==> config.mk <==
export PLATFORM = sky130hd
export DESIGN_NAME = reg_prim_trio
export DESIGN_NICKNAME = d
export VERILOG_FILES = /design/src/rtl/reg_prim_pkg.sv /design/src/rtl/reg_prim_trio_dff.sv /design/src/rtl/reg_prim_trio.sv
export SDC_FILE = /design/constraint.sdc
export NUM_CORES = 1
export LEC_CHECK = 0
export BUFFER_PORTS_ARGS = -buffer_cell sky130_fd_sc_hd__buf_2
export CORE_ASPECT_RATIO = 1.4
export CORE_MARGIN = 3
export CORE_UTILIZATION = 39
export DETAILED_ROUTE_END_ITERATION = 7
export PLACE_DENSITY = 0.75
export SYNTH_ARGS = -nofsm -noshare
export SYNTH_HDL_FRONTEND = slang
export SYNTH_HIERARCHICAL = 1
export SYNTH_SLANG_ARGS = --single-unit
export TNS_END_PERCENT = 100
==> constraint.sdc <==
create_clock -name i_clk -period 0.8 [get_ports i_clk]
set_input_delay 0.16 -clock i_clk [delete_from_list [all_inputs] [get_ports i_clk]]
set_output_delay 0.16 -clock i_clk [all_outputs]
set_load 0.02 [all_outputs]
==> src/rtl/reg_prim_pkg.sv <==
// Shared constants and types for the storage-primitive trio.
package reg_prim_pkg;

    localparam int unsigned DEFAULT_DATA_WIDTH = 32;

    typedef logic [DEFAULT_DATA_WIDTH-1:0] data_t;

endpackage : reg_prim_pkg

==> src/rtl/reg_prim_trio_dff.sv <==
// Edge-triggered D register with synchronous active-high reset and an optional write enable.
module reg_dff
    import reg_prim_pkg::*;
#(
    parameter int unsigned           DATA_WIDTH = DEFAULT_DATA_WIDTH,
    parameter logic [DATA_WIDTH-1:0] RST_VAL    = '0,
    parameter bit                    USE_EN     = 1'b1
) (
    input  logic                  i_clk,
    input  logic                  i_rst,
    input  logic                  i_en,
    input  logic [DATA_WIDTH-1:0] i_data,
    output logic [DATA_WIDTH-1:0] o_data
);

    logic en_eff;

    // Free-running flavour ignores the enable port entirely.
    assign en_eff = USE_EN ? i_en : 1'b1;

    always_ff @(posedge i_clk) begin
        if (i_rst) begin
            o_data <= RST_VAL;
        end else if (en_eff) begin
            o_data <= i_data;
        end
    end

endmodule : reg_dff

==> src/rtl/reg_prim_trio.sv <==
// Free-running register, enable-gated register and transparent latch sharing one data input.
module reg_prim_trio
    import reg_prim_pkg::*;
#(
    parameter int unsigned           DATA_WIDTH = DEFAULT_DATA_WIDTH,
    parameter logic [DATA_WIDTH-1:0] RST_VAL    = '0
) (
    input  logic                  i_clk,
    input  logic                  i_rst,
    input  logic                  i_en,
    input  logic [DATA_WIDTH-1:0] i_data,
    output logic [DATA_WIDTH-1:0] o_ff_data,
    output logic [DATA_WIDTH-1:0] o_ff_en_data,
    output logic [DATA_WIDTH-1:0] o_lch_data
);

    logic [DATA_WIDTH-1:0] lch_q;

    reg_dff #(
        .DATA_WIDTH (DATA_WIDTH),
        .RST_VAL    (RST_VAL),
        .USE_EN     (1'b0)
    ) u_ff (
        .i_clk  (i_clk),
        .i_rst  (i_rst),
        .i_en   (i_en),
        .i_data (i_data),
        .o_data (o_ff_data)
    );

    reg_dff #(
        .DATA_WIDTH (DATA_WIDTH),
        .RST_VAL    (RST_VAL),
        .USE_EN     (1'b1)
    ) u_ff_en (
        .i_clk  (i_clk),
        .i_rst  (i_rst),
        .i_en   (i_en),
        .i_data (i_data),
        .o_data (o_ff_en_data)
    );

    // The one intended latch: no clock, no reset, transparent while i_en is high.
    always_latch begin
        if (i_en) begin
            lch_q <= i_data;
        end
    end

    assign o_lch_data = lch_q;

endmodule : reg_prim_trio

==> summary.md, run 1 <==
| Metric | Value |
|---|---|
| Fin Hold WS | `approximately 0.069 ns` |
| Std-Cell Rows | `33` |
| Total negative slack | `-8.01 ns` |
| Synth top area cells | `dfxtp_1, dlxtp_1, mux2i_1, nor2b_1, nor2_1` |
| Largest net degree at the start of global routing | `36` |
| Crit path buf inv count | `1` |
| Pwr dens | `approximately 2000 nW/um2` |
| Worst endpoint required time | `0.64 ns` |
| Syn_area_per_cell | `12.4 um2` |
| CTS H-tree depth | `3` |
| Ratio of cells with drive above 1 in the final layout | `a little over 60%` |
| I/O pins | `approximately 130` |
| Die Y-Extent | `slightly above 100 um` |
| Post-synth net total | `237` |
| Endpoints left unconstrained | `64` |
| Slowest cell on the critical path | `dfxtp_2` |
| DRT antenna net count | `0` |
| Worst Setup Start Kind | `flip-flop` |
| Mapped Area | `2510 um2` |
| Leakage | `around 1.9 nW` |
| Area of placed instances | `roughly 3200 um2` |
| EDFF count, synth | `0` |
| RSZ-0062 raised after global routing | `true` |
| Most used DFF post-synth | `dfxtp_1` |
| Diodes inserted | `0` |
| Yosys warning count | `6` |
| Post-detailed-route wirelength per cell | `around 14 um` |
| Cell count along the critical path | `1` |
| Top post-synthesis cells by count | `dfxtp_1, dlxtp_1, mux2i_1, nor2_1, nor2b_1` |
| Crit path cell chain | `buf_6` |
| Final min period | `around 0.95 ns` |
| Clk Latency, worst-skew pair | `0.32 ns` |
| Fill cells | `about 450` |
| Max-slew violation count | `0` |
| IO Port Bufs | `130` |
| GPL Wtd Cong | `0.749` |
| Failing checks | `setup timing` |
| Drt initial violations | `70` |
| Tightest Pin Transition | `between 0.1 and 0.15 ns` |
| Max IR drop VDD | `~1.6 mV` |
| Min-Delay Path Depth | `2` |
| Initial antenna violation count | `0` |
| Sequential cell area | `between 1500 and 2000 um2` |
| Max Fanout on Critical Path | `2` |
| Core Area | `approximately 6000 um2` |
| Total GRT Usage | `15.7%` |
| HP Class | `in2reg` |
| Maximum clock insertion buffer count | `2` |
| Post-CTS Hold Buffers | `0` |
| Final Net Count | `about 370` |
| Max_cap viols | `0` |
| GRT Residual Overflow | `0` |
| Final instance area | `just under 4000 um2` |
| DPL Wire Length | `roughly 3.9 mm` |
| Endpoint class of the critical path | `output port` |
| Worst setup margin | `-0.149 ns` |
| Die width | `73.8 um` |
| Worst rel slew slack | `about nine tenths` |
| First-pass GRT wire length | `~8.8 mm` |
| Count leader, synth | `dfxtp_1` |
| CP delay by family, top | `flip-flops` |
| Worst Path Class, Setup | `reg2out` |
| Worst r2r path cells | `3` |
| Seq cells post-synth | `96` |
| Final setup violation count | `64` |
| Worst endpoint data arrival time | `~0.79 ns` |
| Share of the clock period used by the worst path | `119%` |
| TritonCTS clock tree | `built` |
| Synth top area share | `between 50% and 60%` |
| P&R area growth vs syn | `57.3%` |
| Yosys cell types | `9` |
| Power, Total | `a little over 8 mW` |
| Clk_skew | `0 ns` |
| Routed via count | `1,839` |
| Total routed wirelength | `about 5.7 mm` |
| Total die area | `around 7400 um2` |
| Root Driver | `clkbuf_8` |
| Run status | `finished, violations left` |
| CTS Buf Count | `9` |
| DRC viols | `0` |
| Fin. Hold Viols | `0` |
| F_max | `1.05 GHz` |
| Area leader, netlist | `dfxtp_1` |
| Clk slew on worst S/H paths | `0.07 ns` |
| Starting Density | `between 40% and 50%` |
| Register pins left without a clock | `32` |
| Area of the multi-input gates | `~640 um2` |
| DRT Pass-1 Iters | `4` |
| Vias in the first global route | `about 1,800` |
| Pre-CTS WS | `-0.113 ns` |
| Crit path largest cell delay | `around 0.34 ns` |
| Mapped Cells | `between 200 and 250` |
| FFs w/ async S/R, synth | `0%` |
| Routed vias/inst | `about 4.5` |
routing by layer:
metal / vias to the layer above / track usage [%] / part of all wire (%)
met5: - / 0 / 0
met4: 0 / 4.60 / 0.66
met3: 4 / 6.09 / 6.4
met2: 71 / 28.4 / 56
met1: 856 / 16.5 / 36
li1: 908 / - / -
stage by stage:
stage                     cells  utilization [%]
after global routing        413             65.4
after CTS                   413             65.4
final                       413             65.4
after detailed placement    396             53.4
after floorplan             202                -
after global placement      396             53.4
cells by family after synthesis:
logic type | Yosys count | synth area share, %
flops | 64 | 51.1
buf+inv | 10 | 4.19
simple gates | 64 | 12.8
mux | 32 | 12.8
latches | 32 | 19.2
state kept, by name, indices dropped and copies added (netlist names):
signal / cells
o_lch_data: 32
u_ff/o_data: 32
u_ff_en/o_data: 32
path summary, 6_finish.rpt:
kind | from | end | slack, ns
hold reg to reg | u_ff_en/o_data[27] | u_ff_en/o_data[27] | 0.50
hold / removal | i_data[18] | u_ff/o_data[18] | 0.07
setup / recovery | u_ff_en/o_data[18] | o_ff_en_data[18] | -0.15
setup reg to reg | u_ff_en/o_data[2] | u_ff_en/o_data[2] | 0.07
final cells by class:
class / count / share of cell area [%]
tap: 70 / 2.22
clock inverter: 6 / 2.73
multi-input combinational: 96 / 16.2
clock buffer: 10 / 3.24
sequential: 96 / 46.7
timing repair buffer: 135 / 28.9
power breakdown:
part | internal, mW | leakage (nW) | switching [mW] | total (mW)
clock | 2.06 | 0.116 | 1.15 | 3.21
combinational | 0.588 | 1.01 | 0.611 | 1.20
sequential | 3.52 | 0.804 | 0.119 | 3.64
total | 6.17 | 1.93 | 1.88 | 8.05
placed cells by master, fill, tap and decap left out, drive strengths merged:
master | Yosys | routed
mux2i | 32 | 32
dlxtp | 32 | 32
dfxtp | 64 | 64
buf | 7 | 135
clkinv | 0 | 2
bufinv | 0 | 3
clkinvlp | 0 | 1
clkbuf | 3 | 10
nor2 | 32 | 32
nor2b | 32 | 32
repair_timing:
item | in CTS | in global routing
gates resized for setup | 192 | 0
setup endpoints to repair | 64 | 64
setup buffers | 1 | 0
(Power assumes the default switching activity.)
==> run 2, diff against run 1 <==
CORE_MARGIN = 4   (was 3)
==> run 2 against run 1 <==
Compared with the run above:
- the flow still finishes with violations (setup timing)
- maximum frequency shrank 1.1%
- sequential cell count is the same
- critical path depth is the same
- routed wire length grew 0.89%
- register-to-register slack lost 0.04 ns
==> summary.md, run 2 (synthesis gave the netlist of run 1 again) <==
| Metric | Value |
|---|---|
| Total negative slack | `-8.56 ns` |
| Worst Path Class, Setup | `reg2out` |
| Share of the clock period used by the worst path | `120%` |
| Fin Hold WS | `between 0.06 and 0.07 ns` |
| Max-slew violation count | `0` |
| Worst endpoint data arrival time | `around 0.80 ns` |
| CP delay by family, top | `flip-flops` |
| Total die area | `7790 um2` |
| GPL Wtd Cong | `between 0.7 and 0.8` |
| Endpoint class of the critical path | `output port` |
| F_max | `between 1 and 1.5 GHz` |
| First-pass GRT wire length | `just under 9 mm` |
| Die width | `between 70 and 80 um` |
| Clk slew on worst S/H paths | `roughly 0.07 ns` |
| Final Net Count | `roughly 370` |
| Run status | `finished, violations left` |
| Clk_skew | `0 ns` |
| Root Driver | `clkbuf_8` |
| DPL Wire Length | `just under 4 mm` |
| Crit path buf inv count | `1` |
| Tightest Pin Transition | `~0.19 ns` |
| Core Area | `between 6000 and 7000 um2` |
| Diodes inserted | `0` |
| Placed insts | `slightly below 400` |
| Pre-CTS WS | `-0.116 ns` |
| Crit path cell chain | `buf_6` |
| Fin util | `between 60% and 70%` |
| Sequential cell area | `1840 um2` |
| Slowest cell on the critical path | `dfxtp_2` |
| Most common cell after layout, fill and taps aside | `buf_2` |
| RSZ-0062 raised after global routing | `true` |
| Total GRT Usage | `between 10% and 20%` |
| Power, Total | `8.26 mW` |
| Failing checks | `setup timing` |
| Final min period | `0.959 ns` |
| Max IR drop VDD | `1.18 mV` |
| DRC viols | `0` |
| Pwr dens | `2080 nW/um2` |
| Maximum clock insertion buffer count | `2` |
| Vias in the first global route | `1,874` |
| Max Fanout on Critical Path | `2` |
| I/O pins | `about 130` |
| Total routed wirelength | `a little under 6 mm` |
| Worst rel slew slack | `between 80% and 90%` |
| GRT Residual Overflow | `0` |
| Fin. Hold Viols | `0` |
| TritonCTS clock tree | `built` |
| Most frequent cells in the layout | `buf_2, buf_6, dfxtp_2` |
| Post-detailed-route wirelength per cell | `between 10 and 15 um` |
| Final setup violation count | `64` |
| Fill cells | `slightly below 500` |
| Register pins left without a clock | `32` |
| Final instance area | `around 4000 um2` |
| Worst endpoint required time | `between 0.6 and 0.7 ns` |
| Routed via count | `roughly 1,800` |
| Starting Density | `around 40%` |
| Drt initial violations | `roughly 70` |
| Std-Cell Rows | `34` |
| Max_cap viols | `0` |
| DRT Pass-1 Iters | `4` |
| Endpoints left unconstrained | `64` |
| Die Y-Extent | `a little over 100 um` |
| P&R area growth vs syn | `58.4%` |
| Clk Latency, worst-skew pair | `roughly 0.32 ns` |
| Leakage | `a little under 2 nW` |
| HP Class | `in2reg` |
| IO Port Bufs | `between 100 and 150` |
| Filler-free cell count of the finished design | `416` |
| Area of the multi-input gates | `641 um2` |
| CTS H-tree depth | `3` |
| Worst Setup Start Kind | `flip-flop` |
| Largest net degree at the start of global routing | `37` |
| Worst setup margin | `-0.159 ns` |
| Crit path largest cell delay | `about 0.35 ns` |
| Area of placed instances | `3220 um2` |
| Initial antenna violation count | `0` |
| CTS Buf Count | `9` |
| Routed vias/inst | `4.43` |
| DRT antenna net count | `0` |
| Ratio of cells with drive above 1 in the final layout | `62.8%` |
| Post-CTS Hold Buffers | `0` |
[run 2: cell count changes in the layout (fill, tap and decap cells not counted)]
cell	change
clkinv_4	+1
buf_4	+1
clkinv_2	-2
inv_6	+1
clkbuf_1	-1
clkbuf_8	+1
[run 2: timing repair]
action                                 CTS  global route
buffers inserted                         1             1
endpoints found under the hold margin    0             0
resized for setup                      191             1
setup endpoints to repair               64            64
[run 2: final cells by class]
class,instances,area share [%]
Clock inverter,6,2.90
Tap cell,72,2.27
Timing Repair Buffer,136,28.9
Multi-Input combinational cell,96,16.1
Clock buffer,10,3.47
Sequential cell,96,46.4
[run 2: path summary, 6_finish.rpt]
check / from / to / slack [ns] / depth (start not counted)
min reg2reg: u_ff_en/o_data[10] / u_ff_en/o_data[10] / 0.50 / 2
max: u_ff_en/o_data[16] / o_ff_en_data[16] / -0.16 / 1
min: i_data[27] / u_ff/o_data[27] / 0.07 / 2
max reg2reg: u_ff_en/o_data[16] / u_ff_en/o_data[16] / 0.03 / 3
[run 2: report_power, final]
part	leakage (nW)	switching [mW]	internal [mW]
registers	0.804	0.116	3.52
clock network	0.123	1.25	2.17
logic	1.02	0.617	0.592
[run 2: metal layers]
| metal | routed length, um | track usage (%) |
|---|---|---|
| met1 | 2140 | 16.2 |
| met4 | 78 | 6.46 |
| met2 | 3160 | 26.3 |
| met3 | 418 | 5.37 |
| met5 | 0 | 0 |
==> run 3, diff against run 2 <==
ABC_AREA = 1   (was default)
CORE_UTILIZATION = 40   (was 39)
PLACE_DENSITY = default   (was 0.75)
PLACE_DENSITY_LB_ADDON = 0.12   (was default)
==> run 3 against run 2 <==
Compared with the run above:
- the run still ends with setup timing left
- sequential cell count unchanged
- non-clock buffer count up 5
- critical endpoint is now o_ff_en_data[7]
- clock skew is the same
==> summary.md, run 3 <==
| Metric | Value |
|---|---|
| Run status | `finished, violations left` |
| Failing checks | `setup timing` |
| GRT Residual Overflow | `0` |
| Std-Cell Rows | `35` |
| Post-detailed-route wirelength per cell | `~11 um` |
| DRT Pass-1 Iters | `4` |
| Drt initial violations | `63` |
| Leakage | `between 2 and 2.5 nW` |
| Final Net Count | `508` |
| Initial antenna violation count | `0` |
| FFs w/ async S/R, synth | `0%` |
| I/O pins | `roughly 130` |
| Endpoints left unconstrained | `between 60 and 70` |
| Total GRT Usage | `roughly 16%` |
| Crit path largest cell delay | `0.34 ns` |
| Yosys warning count | `6` |
| Clk slew on worst S/H paths | `~0.070 ns` |
| Vias in the first global route | `~2,300` |
| Worst endpoint required time | `0.64 ns` |
| Register pins left without a clock | `32` |
| Worst Path Class, Setup | `reg2out` |
| EDFF count, synth | `0` |
| DRT antenna net count | `0` |
| Maximum clock insertion buffer count | `2` |
| Total die area | `between 8000 and 9000 um2` |
| RSZ-0062 raised after global routing | `true` |
| Worst Setup Start Kind | `flip-flop` |
| HP Class | `in2reg` |
| Die width | `just under 80 um` |
| Reg2reg setup slack | `about 0.12 ns` |
| Hold endpoint | `u_ff/o_data[17]` |
| Max Fanout on Critical Path | `2` |
| Top post-synthesis cells by count | `nor2_1, inv_1, dfxtp_1, nand2_1, dlxtp_1` |
| Worst r2r path cells | `3` |
| Fin. Hold Viols | `0` |
| Pwr dens | `1890 nW/um2` |
| CTS Buf Count | `9` |
| CTS H-tree depth | `3` |
| TritonCTS clock tree | `built` |
| IO Port Bufs | `130` |
| Total routed wirelength | `approximately 6.4 mm` |
| Hold Crit Start | `i_data[17]` |
| Max_cap viols | `0` |
| Most used DFF post-synth | `dfxtp_1` |
| Synth top area cells | `dfxtp_1, dlxtp_1, nor2_1, inv_1, nand2_1` |
| DRC viols | `0` |
| Crit path cell chain | `buf_6` |
| Core Area | `~6600 um2` |
| Mapped Area | `~2700 um2` |
| Clk Latency, worst-skew pair | `roughly 0.33 ns` |
| Slowest cell on the critical path | `dfxtp_2` |
| Mapped Cells | `between 300 and 400` |
| Max IR drop VDD | `around 1.1 mV` |
| Clk_skew | `0 ns` |
| Max-slew violation count | `0` |
| Count leader, synth | `nor2_1` |
| Routed via count | `2,319` |
| Final setup violation count | `64` |
| Worst rel slew slack | `between 80% and 90%` |
| First-pass GRT wire length | `10.7 mm` |
| Syn_area_per_cell | `8.19 um2` |
| Synth top area share | `approximately 47%` |
| DPL Wire Length | `~4.3 mm` |
| Crit path buf inv count | `1` |
| F_max | `roughly 1.0 GHz` |
| GPL Wtd Cong | `about 0.7` |
| Worst endpoint data arrival time | `slightly below 0.8 ns` |
| Reg2reg end | `u_ff_en/o_data[6]` |
| Fin util | `63.2%` |
| Power, Total | `between 7 and 8 mW` |
| P&R area growth vs syn | `52.8%` |
| Area leader, netlist | `dfxtp_1` |
| Most frequent cells in the layout | `nor2_1, buf_2, inv_1` |
| Post-CTS Hold Buffers | `0` |
| CP delay by family, top | `flip-flops` |
| Most common cell after layout, fill and taps aside | `nor2_1` |
| Endpoint class of the critical path | `output port` |
| Die Y-Extent | `roughly 110 um` |
| Post-synth net total | `between 300 and 400` |
| Ratio of cells with drive above 1 in the final layout | `between 40% and 50%` |
| Largest net degree at the start of global routing | `44` |
| Starting Density | `about two fifths` |
| Root Driver | `clkbuf_8` |
| Diodes inserted | `0` |
| Pre-CTS WS | `-0.0380 ns` |
| Share of the clock period used by the worst path | `119%` |
| Routed vias/inst | `between 4 and 5` |
| Tightest Pin Transition | `approximately 0.2 ns` |
| Seq cells post-synth | `96` |
| Worst setup margin | `-0.154 ns` |
| Yosys cell types | `7` |
| Worst R2R Start | `u_ff_en/o_data[6]` |
| Min-Delay Path Depth | `3` |
| Final min period | `0.954 ns` |
-- run 3: cell count changes after synthesis, sizes merged, moves of 6 or more --
cell,delta
inv,+65
mux2i,-32
nor2b,-32
nand2,+64
nor2,+64
buf,+6
-- run 3: kinds of logic after synthesis --
| group | after synthesis | synth area share (%) |
|---|---|---|
| and+or+nand+nor | 160 | 22.0 |
| buffers and inverters | 78 | 13.6 |
| DFF | 64 | 46.9 |
| latches | 32 | 17.6 |
-- run 3: stage by stage --
step / setup TNS [ns] / hold WS [ns] / area, um2 / instances
after floorplan: 0 / 0.231 / 2730 / 334
after global placement: -0.262 / 0.387 / 3470 / 551
after detailed placement: -0.651 / 0.395 / 3470 / 551
after CTS: -9.92 / 0.0208 / 4160 / 566
after global routing: -10.91 / 0.0302 / 4180 / 569
final: -8.75 / 0.0380 / 4180 / 569
-- run 3: worst max-delay path by stage --
stage	from	endpoint	slack (ns)	depth (start not counted)
after floorplan	i_en	u_ff_en/o_data[10]	0.15	4
after global placement	i_en	u_ff_en/o_data[21]	-0.02	5
after detailed placement	i_en	u_ff_en/o_data[11]	-0.04	5
after CTS	u_ff_en/o_data[14]	o_ff_en_data[14]	-0.17	1
after global routing	u_ff_en/o_data[7]	o_ff_en_data[7]	-0.19	1
final	u_ff_en/o_data[7]	o_ff_en_data[7]	-0.15	1
-- run 3: timing repair --
item                       in CTS  in global routing
setup endpoints to repair      64                 64
pin swaps                       0                  0
setup buffers                   0                  3
resized for setup             192                  0
-- run 3: layer usage --
layer | part of all wire, % | GRT usage (%) | up-vias
met5 | 0 | 0 | -
met4 | 2.0 | 8.40 | 0
met3 | 7.0 | 5.30 | 9
met2 | 52 | 29.2 | 72
met1 | 39 | 16.9 | 1031
li1 | - | - | 1207
-- run 3: cell type report --
class,instances,area (um2)
Multi-Input combinational cell,160,601
Sequential cell,96,1840
Tap cell,92,115
Clock buffer,12,165
Inverter,65,244
Timing Repair Buffer,141,1170
Fill cell,562,2430
Clock inverter,3,40.0
-- run 3: report_power, final --
| part | internal (mW) | switching, mW |
|---|---|---|
| sequential | 3.54 | 0.124 |
| combinational | 0.623 | 0.739 |
| clock | 1.67 | 1.19 |
| total | 5.83 | 2.06 |
